[config.mk]
export PLATFORM = sky130hd
export DESIGN_NAME = uart_rx_delay_decoder
export DESIGN_NICKNAME = d
export VERILOG_FILES = /design/src/rtl/uart_link_pkg.sv /design/src/rtl/uart_rx_byte.sv /design/src/rtl/uart_rx_delay_decoder.sv
export SDC_FILE = /design/constraint.sdc
export NUM_CORES = 1
export LEC_CHECK = 0
export CAP_MARGIN = 20
export CORE_MARGIN = 2
export CORE_UTILIZATION = 40
export CTS_BUF_LIST = sky130_fd_sc_hd__clkbuf_4 sky130_fd_sc_hd__clkbuf_8
export CTS_CLUSTER_DIAMETER = 60
export DETAILED_ROUTE_END_ITERATION = 12
export GPL_TIMING_DRIVEN = 0
export PLACE_DENSITY_LB_ADDON = 0.08
export SLEW_MARGIN = 20
export SYNTH_ARGS = -nofsm -noshare
export SYNTH_HDL_FRONTEND = slang
export SYNTH_SLANG_ARGS = --single-unit
[constraint.sdc]
create_clock -name I_clk_10M -period 5.6 [get_ports I_clk_10M]
set_input_delay 0.84 -clock I_clk_10M [delete_from_list [all_inputs] [get_ports I_clk_10M]]
set_output_delay 0.84 -clock I_clk_10M [all_outputs]
set_load 0.02 [all_outputs]
[src/rtl/uart_link_pkg.sv]
// Shared definitions for the Host-PC <-> AWG serial link: frame field positions,
// broadcast ID, bit-level FSM state type and the frame checksum helper.
package uart_link_pkg;

  localparam int FRAME_BYTES = 8;

  localparam int AWG_ID_MSB = 63;
  localparam int AWG_ID_LSB = 59;
  localparam int CHAN_MSB   = 58;
  localparam int CHAN_LSB   = 55;
  localparam int ADDR_MSB   = 54;
  localparam int ADDR_LSB   = 40;
  localparam int DELAY_MSB  = 39;
  localparam int DELAY_LSB  = 8;
  localparam int CHK_MSB    = 7;
  localparam int CHK_LSB    = 0;

  localparam logic [4:0] BROADCAST_ID = 5'h1F;

  typedef enum logic [2:0] {
    BIT_IDLE,
    BIT_START,
    BIT_DATA,
    BIT_STOP,
    BIT_BREAK
  } bit_state_e;

  // Checksum is the XOR of the seven payload bytes ([63:56] down to [15:8]).
  function automatic logic [7:0] frame_chk(input logic [63:0] frame);
    logic [7:0] acc;
    acc = '0;
    for (int i = 1; i < FRAME_BYTES; i++) acc ^= frame[i*8 +: 8];
    return acc;
  endfunction

endpackage

[src/rtl/uart_rx_byte.sv]
// 8N1 byte receiver: 2-flop input synchroniser, bit FSM and baud counter.
// Emits a byte-valid pulse, a framing-error pulse and an idle flag.
module uart_rx_byte
  import uart_link_pkg::*;
#(
  parameter int CLKS_PER_BIT = 87
) (
  input  logic       clk,
  input  logic       rst_n,
  input  logic       rxb,
  output logic       byte_valid,
  output logic [7:0] byte_data,
  output logic       frame_err,
  output logic       idle
);

  localparam int CNT_W = 12;
  localparam logic [CNT_W-1:0] HALF_M1 = CNT_W'(CLKS_PER_BIT / 2 - 1);
  localparam logic [CNT_W-1:0] FULL_M1 = CNT_W'(CLKS_PER_BIT - 1);

  logic             rx_meta, rx_sync;
  bit_state_e       state_q, state_d;
  logic [CNT_W-1:0] baud_q, baud_d;
  logic [2:0]       bit_q, bit_d;
  logic [7:0]       shreg_q, shreg_d;

  // NOTE: the synchroniser resets to 1 so a reset never looks like a start bit.
  always_ff @(posedge clk) begin
    if (!rst_n) begin
      rx_meta <= 1'b1;
      rx_sync <= 1'b1;
    end else begin
      rx_meta <= rxb;
      rx_sync <= rx_meta;
    end
  end

  // NOTE: all state uses non-blocking assignments so every flop samples the
  // pre-edge value of its neighbours, independent of statement order.
  always_ff @(posedge clk) begin
    if (!rst_n) begin
      state_q <= BIT_IDLE;
      baud_q  <= '0;
      bit_q   <= '0;
      shreg_q <= '0;
    end else begin
      state_q <= state_d;
      baud_q  <= baud_d;
      bit_q   <= bit_d;
      shreg_q <= shreg_d;
    end
  end

  // NOTE: every output of this block gets a default first, so no path can
  // leave a signal unassigned and infer a latch.
  always_comb begin
    state_d    = state_q;
    baud_d     = baud_q + 1'b1;
    bit_d      = bit_q;
    shreg_d    = shreg_q;
    byte_valid = 1'b0;
    frame_err  = 1'b0;
    case (state_q)
      BIT_IDLE: begin
        // The line is always high on entry to IDLE, so a low level is a falling edge.
        baud_d = '0;
        bit_d  = '0;
        if (!rx_sync) state_d = BIT_START;
      end
      BIT_START: begin
        if (baud_q == HALF_M1) begin
          baud_d  = '0;
          state_d = rx_sync ? BIT_IDLE : BIT_DATA;
        end
      end
      BIT_DATA: begin
        if (baud_q == FULL_M1) begin
          baud_d  = '0;
          shreg_d = {rx_sync, shreg_q[7:1]};
          bit_d   = bit_q + 1'b1;
          if (bit_q == 3'd7) state_d = BIT_STOP;
        end
      end
      BIT_STOP: begin
        if (baud_q == FULL_M1) begin
          baud_d = '0;
          if (rx_sync) begin
            byte_valid = 1'b1;
            state_d    = BIT_IDLE;
          end else begin
            frame_err = 1'b1;
            state_d   = BIT_BREAK;
          end
        end
      end
      BIT_BREAK: begin
        baud_d = '0;
        if (rx_sync) state_d = BIT_IDLE;
      end
      default: state_d = BIT_IDLE;
    endcase
  end

  assign byte_data = shreg_q;
  assign idle      = (state_q == BIT_IDLE);

endmodule

[src/rtl/uart_rx_delay_decoder.sv]
// UART delay-RAM loader: assembles 8-byte frames, checks ID/channel and writes one
// delay RAM. Define UART_RX_CHKSUM_EN to enable the frame checksum check.
module uart_rx_delay_decoder
  import uart_link_pkg::*;
#(
  parameter int CLKS_PER_BIT = 87,
  parameter int NUM_CH       = 4,
  parameter int ADDR_W       = 11,
  parameter int DELAY_W      = 24,
  parameter int TIMEOUT_BITS = 20
) (
  input  logic               I_clk_10M,
  input  logic               I_rst_n,
  input  logic               rxb,
  input  logic [4:0]         GA,
  output logic [NUM_CH-1:0]  O_wea,
  output logic [ADDR_W-1:0]  O_waddr,
  output logic [DELAY_W-1:0] O_wdata,
  output logic               O_frame_err,
  output logic [15:0]        O_err_cnt,
  output logic               O_busy
);

  localparam int TO_LIMIT = TIMEOUT_BITS * CLKS_PER_BIT;
  localparam int TO_W     = (TO_LIMIT > 2) ? $clog2(TO_LIMIT) : 1;

  logic       rx_valid, rx_frame_err, rx_idle;
  logic [7:0] rx_data;

  uart_rx_byte #(
    .CLKS_PER_BIT (CLKS_PER_BIT)
  ) u_rx_byte (
    .clk        (I_clk_10M),
    .rst_n      (I_rst_n),
    .rxb        (rxb),
    .byte_valid (rx_valid),
    .byte_data  (rx_data),
    .frame_err  (rx_frame_err),
    .idle       (rx_idle)
  );

  logic [55:0]     frame_q;
  logic [2:0]      byte_cnt_q;
  logic [TO_W-1:0] to_cnt_q;

  logic [63:0]       full_frame;
  logic [4:0]        awg_id;
  logic [3:0]        chan;
  logic              id_match, chan_ok, chk_ok;
  logic              last_byte, wr_fire, dec_err, timeout_hit, err_pulse;
  logic [NUM_CH-1:0] wea_d;
  logic              unused_frame_bits;

  // The eighth byte is decoded combinationally as it arrives so the write
  // lands one cycle after the last stop-bit sample.
  assign full_frame = {frame_q, rx_data};
  assign awg_id     = full_frame[AWG_ID_MSB:AWG_ID_LSB];
  assign chan       = full_frame[CHAN_MSB:CHAN_LSB];
  assign id_match   = (awg_id == GA) || (awg_id == BROADCAST_ID);
  assign chan_ok    = (int'(chan) < NUM_CH);

`ifdef UART_RX_CHKSUM_EN
  assign chk_ok = (full_frame[CHK_MSB:CHK_LSB] == frame_chk(full_frame));
`else
  assign chk_ok = 1'b1;
`endif

  assign unused_frame_bits = ^full_frame;

  assign last_byte   = rx_valid && (byte_cnt_q == 3'd7);
  assign wr_fire     = last_byte && id_match && chan_ok && chk_ok;
  assign dec_err     = last_byte && id_match && !(chan_ok && chk_ok);
  assign timeout_hit = rx_idle && O_busy && (to_cnt_q == TO_W'(TO_LIMIT - 1));
  assign err_pulse   = rx_frame_err || timeout_hit || dec_err;

  always_comb begin
    wea_d = '0;
    for (int i = 0; i < NUM_CH; i++) wea_d[i] = wr_fire && (chan == 4'(i));
  end

  always_ff @(posedge I_clk_10M) begin
    if (!I_rst_n) begin
      frame_q     <= '0;
      byte_cnt_q  <= '0;
      to_cnt_q    <= '0;
      O_wea       <= '0;
      O_waddr     <= '0;
      O_wdata     <= '0;
      O_frame_err <= 1'b0;
      O_err_cnt   <= '0;
    end else begin
      O_wea       <= wea_d;
      O_frame_err <= err_pulse;
      if (wr_fire) begin
        O_waddr <= full_frame[ADDR_LSB +: ADDR_W];
        O_wdata <= full_frame[DELAY_LSB +: DELAY_W];
      end
      if (err_pulse && (O_err_cnt != 16'hFFFF)) O_err_cnt <= O_err_cnt + 16'd1;

      // The byte count wraps 7 -> 0 on the eighth byte, closing the frame.
      if (rx_frame_err || timeout_hit) begin
        byte_cnt_q <= '0;
        frame_q    <= '0;
      end else if (rx_valid) begin
        byte_cnt_q <= byte_cnt_q + 3'd1;
        frame_q    <= {frame_q[47:0], rx_data};
      end

      if (rx_idle && O_busy && !timeout_hit) to_cnt_q <= to_cnt_q + 1'b1;
      else                                   to_cnt_q <= '0;
    end
  end

  assign O_busy = (byte_cnt_q != 3'd0);

endmodule

Word level (Yosys, flattened, before mapping)
Cells that the tools add are included.
Operators by class
  bitwise logic cells: 1
  equality and inequality tests: 21
  mux-type cells: 20
  $add $sub $neg: 5
  $lt $le $gt $ge: 1
  reductions and logical operators: 28
Operators by type and width (count)
  $pmux 12 s3: 1
  $mux 12: 2
  $mux 3: 8
  $add 16x1->16 const B: 1
  $ne 16x16->1 const B: 1
  $pmux 3 s5: 1
  $add 12x1->12 const B: 1
  $eq 12x6->1 const B: 1
  $eq 12x7->1 const B: 1
  $logic_and 1x1->1: 12
  $add 11x1->11 const B: 1
  $eq 11x11->1 const B: 1
  $ne 2x1->1 const B: 5
  $eq 3x3->1 const B: 3
  $eq 4x2->1 const B: 2
  $add 3x1->3 const B: 2
  $eq 3x2->1 const B: 2
  $mux 1: 6
  $pmux 3 s2: 1
  $reduce_and 2->1: 3
  $reduce_and 6->1: 1
  $reduce_or 2->1: 3
  $eq 5x5->1: 1
  $eq 5x5->1 const B: 1
  12 further kinds: 15
Word-level totals
  logic and storage cells: 90
  input bits: 8
  output and inout bits: 57
  register bits after elaboration: 154

Depth between registers and ports, before layout
Gate-level depths: netlist (run 1).
  depth in word-level cells: 8
  depth in mapped cells: 10
  depth with buffers taken out: 8

Modules after synthesis
Synthesis (run 1) repeated with hierarchy kept, for this count alone.
Unflattened totals
  cell total of the unflattened synthesis: 626
  area total of the unflattened synthesis: 6080.8 µm²
By module, submodules not included
  uart_rx_delay_decoder: times used 1, area an instance 4807.1 µm², sequential area each 2522.4 µm², cells an instance 486
  uart_rx_byte: times used 1, area an instance 1273.7 µm², sequential area each 560.5 µm², cells an instance 140

Worst setup path before layout (run 1)
No wires, ideal clock.
  kind: input-to-reg
  from: input GA[1]
  to: register O_wdata[10]
  data required time: 5.530 ns
  data arrival time: 2.353 ns
  slack: 3.177 ns
  stages on the path: 7
  path through: xor2_1 -> nor4_1 -> a31oi_1 -> nor4_4 -> clkbuf_1 -> nand2_1 -> a21oi_1
On the way
  longest elaborated chain between the ends: 4
Ends and longest elaborated chain
  from (decl): RTL line uart_rx_delay_decoder.sv:15  | input logic [4:0] GA,
  $eq 5x5->1: RTL line uart_rx_delay_decoder.sv:59  | assign id_match = (awg_id == GA) || (awg_id == BROADCAST_ID);
  $logic_or 1x1->1: RTL line uart_rx_delay_decoder.sv:59
  $logic_and 1x1->1 (2 in series): RTL line uart_rx_delay_decoder.sv:71  | assign wr_fire = last_byte && id_match && chan_ok && chk_ok;
  to (signal assigned): RTL line uart_rx_delay_decoder.sv:96  | O_wdata <= full_frame[DELAY_LSB +: DELAY_W];
  to (decl): RTL line uart_rx_delay_decoder.sv:18  | output logic [DELAY_W-1:0] O_wdata,
No other way between the ends.
A chain may end at the register's enable or synchronous reset.

Final worst setup path (run 1)
  from: input GA[1]
  to: register O_wdata[12]
Same word-level chain as after synthesis.

==> results.md, run 1 <==
- TritonCTS buffer count: 17
- Root buffer cell: clkbuf_8
- Dominant cells by area after synthesis: dfxtp_1 51%, nand2_1 15%, a21oi_1 9.0%
- Compound-Gate Fraction of Synth Area: 11.47%
- Post-CTS Hold Buffers: 0
- Total negative setup slack: 0 ps
- Initial antenna violation count: 0
- Synth Flop Type: dfxtp_1
- Final Skew: between 10 and 15 ps
- Xor and xnor area share after synthesis: under 10%
- Pins Over Slew Limit: 0
- Final period utilization: 53.71%
- Clk sinks: around 150
- Detail Route Antenna Nets: 0
- CORE AREA: 15030 um2
- Post-DP Area: 6963 um2
- Share of cells above drive strength 1: under 10%
- Power per cell area: 268.8 nW/um2
- Routed len/inst: ~13 um
- Asr flop ratio synth: 0%
- Worst Max-Slew Pin Slew: approximately 640 ps
- Worst min-delay path class: flip-flop to flip-flop
- Pin count of the biggest net entering global routing: 17
- Vias in the first global route: 4986
- Post-Synth Simple-Gate Area: a little over a quarter
- Fmax: around 330 MHz
- Worst Setup Path Type: input pin to flip-flop
- Die area: about 16000 um2
- Placed cell count: 1001
- Post-detail-place hpwl: around 10 mm
- Multiplexer share of the synthesized area: 1.644%
- Worst-Skew Late Latency: ~450 ps
- Crit path buf inv count: 2
- CTS tree: yes
- Design area: 7372 um2
- H-tree level count: 4
- I/O Buffers: 64
- Placer Congestion: slightly above 0.8
- Starting Density: between 40% and 50%
- Gr ovfl total: 0
- DR vias: 5135
- Die Y: between 100 and 150 um
- Post-CTS sizing: 0
- Max Buffers Root-to-Sink: 2
- Leak: 2.381 nW
- Synth Net Count: 766
- Metal2 WL: between 6 and 7 mm
- Max-slew headroom: between 50% and 60%
- Flip-flop and latch count after synthesis: roughly 150
- Cell family with most CP delay: simple AND/OR/NAND/NOR gates
- Initial DRT Pass Iterations: 4
- CP endpoint kind: flip-flop
- Area leader, netlist: dfxtp_1
- CP cell instances: clkdlybuf4s50_1, xor2_1, nor4_1, a31oi_1, nor4_4, clkbuf_1, nand2_1, a21oi_1
- CP Launch Type: input pin
- Max-cap violations: 0
- Final setup viols: 0
- Maximum VDD drop: about 0.13 mV
- Status: finished clean
- N_diodes: 0
- # IOs: 65
- Mean Syn Cell Area: just over 8 um2
- WL final: 13.88 mm
- First-pass GRT wire length: 23.72 mm
- Number of enable flip-flop cells after synthesis: 0
- Worst path required time: between 5000 and 6000 ps
- M1 wire length: between 7 and 8 mm
- GRT Overall Usage: 17.91%
- Routed length on met3: roughly 500 um
- Min Tclk post-route: around 3000 ps
- Post-Synthesis Cells: approximately 750
- Post-CTS repair timing setup buffer count: 0
- Post-Layout Cell Count: roughly 1.0k
- Crit Path Max Fanout: 10
- Largest family of logic cells by synthesized area: simple AND/OR/NAND/NOR gates
- Register area share after synthesis: 50.65%
- DRT iter0 DRCs: around 280
- Area grow syn2layout: 21.11%
- Yosys top cell area share: a little over 50%
- CTS clk-pin slew, worst paths: 90 ps
- Mapped cell area: 6087 um2
- Hold_ws: ~430 ps
- Via/cell ratio: 4.971
- Max layer used: met4
- Total power: a little under 0.002 W
- Adder-cell share of the synthesized area: 1.850%
- # DRC: 0
- RSZ-0062 raised after global routing: false
- Crit path DAT: roughly 3400 ps
- Post-synthesis cell type count: between 40 and 50
- Total Nets Final: ~850
- Fin. Hold Viols: 0
- Slowest library cell on the worst path: nor4_4
- YS warnings: 0
- CP max stage delay: ~560 ps
- Die W: 127.4 um
- FP Rows: 45
==> layer usage <==
| layer | track usage (%) | vias to the layer above |
|---|---|---|
| met1 | 24.92 | 2353 |
| met2 | 27.02 | 85 |
| met5 | 0 | - |
| met3 | 3.643 | 23 |
| met4 | 7.757 | 0 |
| li1 | - | 2674 |
==> Yosys cell counts (2+ instances only) <==
master      n
or4_1       5
o21ai_0     5
nor2b_1     2
xnor2_1     8
clkinv_1    2
and4_1      6
inv_1       8
and3_1      4
mux2i_1    10
buf_2       8
ha_1        9
dfxtp_1   154
nand3_1    20
nor3_1      4
nor4_1     10
nand4_1     9
or3_1       3
o41ai_1     2
nand3b_1    2
buf_4       2
nor3b_1     3
o31ai_1     2
and2_1      3
nand2b_1   14
a22oi_1     3
clkbuf_1   30
nor2_1     40
nand2_1   236
xor2_1     17
a21oi_1   110
==> path summary, 6_finish.rpt <==
| check | start | to | slack [ps] | cells after the start |
|---|---|---|---|---|
| max | GA[1] | O_wdata[12] | 2590 | 8 |
| min | u_rx_byte.rx_meta | u_rx_byte.rx_sync | 430 | 1 |
| max reg2reg | u_rx_byte.baud_q[7] | O_wdata[6] | 2900 | 8 |
| min reg2reg | u_rx_byte.rx_meta | u_rx_byte.rx_sync | 430 | 1 |
==> report_power, final <==
group          switching, W  internal [W]
Combinational     0.0000245     0.0000114
Sequential       0.00000107       0.00110
Clock              0.000422      0.000428
Total              0.000447       0.00153
==> state kept, by name, indices dropped and copies added (netlist names), 4 cells and up <==
register	count
frame_q	56
O_waddr	11
O_wdata	24
u_rx_byte.baud_q	12
O_err_cnt	16
u_rx_byte.byte_data	8
to_cnt_q	11
O_wea	4
==> stage by stage <==
step                setup slack [ps]  util (%)
floorplan                       3177         -
global placement                2104     46.32
detailed placement              2108     46.32
CTS                             2593     49.04
global route                    2311     49.04
finish                          2593     49.04
==> layout by cell type, fill, tap and decap left out, drive strengths merged, types with 2 or more instances in the layout <==
master	instances
clkbuf	50
a21oi	110
nor3b	3
xor2	17
clkinvlp	6
nand3	20
o31ai	2
bufinv	2
a22oi	3
ha	9
nor3	4
clkdlybuf4s50	64
nor4b	2
nor2b	2
nor2	40
or3	3
o41ai	2
clkinv	4
and3	4
nand2b	14
inv	10
or4	5
mux2i	10
xnor2	8
nand3b	2
nand4	9
o21ai	5
dfxtp	154
and4	6
and2	3
buf	12
nand2	236
nor4	11
==> worst reg2reg max path: stages (launching register included) <==
cell and delay [ps]:
dfxtp_1 360, nor4_1 470, and4_1 340, and2_1 140
clkbuf_1 260, nand3b_1 470, clkbuf_1 350, nand2_1 130
a21oi_1 70
==> cell type report <==
| class | count | area (um2) |
|---|---|---|
| clock buffer | 20 | 269.0 |
| timing repair buffer | 64 | 640.6 |
| fill | 1473 | 7661 |
| clock inverter | 12 | 140.1 |
| inverter | 10 | 37.54 |
| buffer | 42 | 182.7 |
| tap | 188 | 235.2 |
| sequential | 154 | 3083 |
| multi-input combinational | 543 | 2784 |
==> logic make-up (layout without fill, tap and decap cells) <==
kind of cell               count (synthesis)  count (layout)
adders and majority gates                  9               9
xor gates and xnor gates                  25              25
DFF                                      154             154
AOI/OAI and AO/OA                        130             130
buffers and inverters                     52             148
muxes                                     10              10
and+or+nand+nor                          369             369
(Power assumes the default switching activity.)
==> inputs of run 2 (changes only) <==
Clock period 5.6 ns to 2.8 ns, I/O delays scaled along.
==> results.md, run 2 (synthesized netlist as in run 1, its figures left out) <==
- Placer Congestion: 0.8243 (unchanged)
- Pin count of the biggest net entering global routing: 17 (unchanged)
- Clk sinks: 154 (unchanged)
- Min-delay src: u_rx_byte.rx_meta
- CP Launch Type: flip-flop
- Initial antenna violation count: 0 (unchanged)
- Worst min-delay path class: flip-flop to flip-flop
- Worst Max-Slew Pin Slew: 661.8 ps (+18.47 ps)
- Clk network pwr share: 43.0% (about the same)
- CORE AREA: 15030 um2 (unchanged)
- Worst path required time: 3140 ps (-2850 ps)
- N_diodes: 0 (unchanged)
- Fmax: just under 400 MHz
- DR vias: 5135 (unchanged)
- Total negative setup slack: 0 ps (unchanged)
- R2r setup slk: 290 ps (-2610 ps)
- # DRC: 0 (unchanged)
- Crit path DAT: 2860 ps (-530 ps)
- Die Y: 127.4 um (unchanged)
- Root buffer cell: clkbuf_8
- Biggest register: frame_q
- Maximum VDD drop: 0.2675 mV (+100%)
- # fillers: 1469 (-0.27%)
- R2R depth: 7 (-1)
- Sw Ratio: 22.75% (+0.17 points)
- Switching pwr: 0.0009037 W (+100%)
- Total power: 0.003972 W (+100%)
- CTS clk-pin slew, worst paths: 80 ps (about the same)
- Worst Setup Path Type: flip-flop to flip-flop
- Worst reg2reg endpoint: O_err_cnt[3]
- Reg power frac: 55.2% (about the same)
- H-tree level count: 4 (unchanged)
- Hold endpoint: u_rx_byte.rx_sync
- Starting Density: 40.49% (unchanged)
- Fin. Hold Viols: 0 (unchanged)
- Internal: 0.003069 W (+100%)
- Crit Path Max Fanout: 10 (unchanged)
- Max-cap violations: 0 (unchanged)
- Largest regs: frame_q x56, O_wdata x24, O_err_cnt x16
- DRT iter0 DRCs: 272 (-4.2%)
- # IOs: 65 (unchanged)
- Hold_ws: 427.3 ps (+0.1820 ps)
- Leak: 2.400 nW (+0.80%)
- TritonCTS buffer count: 17 (unchanged)
- Gr ovfl total: 0 (unchanged)
- CP endpoint kind: flip-flop
- Initial DRT Pass Iterations: 4 (unchanged)
- Total Nets Final: 853 (+0.47%)
- Most frequent cells in the layout: 236 x nand2_1, 154 x dfxtp_1, 110 x a21oi_1
- Die area: 16220 um2 (unchanged)
- Reg-to-Reg Start: O_err_cnt[0]
- Vias in the first global route: 4986 (unchanged)
- Pins Over Slew Limit: 0 (unchanged)
- Power per cell area: 536.5 nW/um2 (+100%)
- I/O Buffers: 64 (unchanged)
- WL final: 13.91 mm (+0.27%)
- Number of flip-flops in the largest register: 56 (unchanged)
- Max Buffers Root-to-Sink: 2 (unchanged)
- Die W: 127.4 um (unchanged)
- Final setup viols: 0 (unchanged)
- Share of cells above drive strength 1: 6.125% (+0.56 points)
- Min Tclk post-route: roughly 2500 ps
- Detail Route Antenna Nets: 0 (unchanged)
- Commonest non-fill, non-tap cell in the layout: nand2_1
- Logic pwr share: 1.8% (about the same)
- Final Skew: 11.14 ps (+0.8290 ps)
- RSZ-0062 raised after global routing: false
- Max-slew headroom: 55.88% (-1.2 points)
- Post-detail-place hpwl: 9.977 mm (unchanged)
- Via/cell ratio: 4.952 (-0.39%)
- First-pass GRT wire length: 23.72 mm (unchanged)
- FP Rows: 45 (unchanged)
- Hold depth: 1 (unchanged)
- GRT Overall Usage: 17.91% (unchanged)
- Worst-Skew Late Latency: 450 ps (about the same)
- CTS tree: yes
- Final period utilization: around nine tenths
- Routed len/inst: 13.42 um (-0.12%)
- Area grow syn2layout: 21.64%
- Status: finished clean
-- run 2: cell count changes in the layout (fill, tap and decap cells not counted), sizes merged --
cell and delta:
buf +4
-- run 2: how the worst max path moves through the flow --
stage / start / to / cells after the start
2_1_floorplan: O_err_cnt[0] / O_err_cnt[5] / 7
3_3_place_gp: GA[1] / O_wdata[11] / 8
3_5_place_dp: GA[1] / O_wdata[11] / 8
4_1_cts: u_rx_byte.baud_q[7] / O_waddr[9] / 8
5_1_grt: u_rx_byte.baud_q[7] / O_wdata[9] / 8
6_report: O_err_cnt[0] / O_err_cnt[3] / 7
-- run 2: cell type report --
type | count | area, um2 | area share, %
well taps | 188 | 235.2 | 3.177
clock buffers | 20 | 269.0 | 3.633
repair buffers | 68 | 670.6 | 9.057
plain buffers | 42 | 182.7 | 2.467
clock inverters | 12 | 140.1 | 1.893
inverters | 10 | 37.54 | 0.5069
multi-input cells | 543 | 2786 | 37.63
flip-flops and latches | 154 | 3083 | 41.64
-- run 2: routing by layer --
layer	share of wire, %	up-vias	track usage (%)
met2	44	78	27.02
met4	1.7	0	7.757
met5	0	-	0
met3	3.2	21	3.643
li1	-	2688	-
met1	51	2348	24.92
-- run 2: critical path: stages, from the launching register on --
cell	delay, ps
dfxtp_1	450
ha_1	250
nand2_1	180
nor3_1	470
nor2b_2	360
clkbuf_1	380
o311ai_0	210
o41ai_1	100
-- run 2: metrics by stage --
stage | util (%) | setup slack (ps) | area (um2) | instances
after global placement | 46.32 | -275.8 | 6963 | 1001
after CTS | 49.04 | 61.70 | 7372 | 1033
after detailed placement | 46.32 | -272.4 | 6963 | 1001
final | 49.26 | 286.0 | 7405 | 1037
after floorplan | - | 636.0 | 6087 | 749
after global routing | 49.26 | 5.540 | 7405 | 1037
-- run 2: power by group through the flow --
stage | logic (W) | clock network (W) | registers [W]
2_1_floorplan | 0.0000434 | 0 | 0.00224
3_3_place_gp | 0.0000717 | 0 | 0.00224
3_5_place_dp | 0.0000727 | 0 | 0.00224
4_1_cts | 0.0000729 | 0.00176 | 0.00219
5_1_grt | 0.0000803 | 0.00185 | 0.00219
6_report | 0.0000717 | 0.00171 | 0.00219
-- run 2: timing repair --
| action | 4_1_cts | 5_1_grt |
|---|---|---|
| setup endpoints to repair | 0 | 37 |
| buffers inserted | 0 | 4 |
| hold buffers | 0 | 0 |
| resized for setup | 0 | 1 |
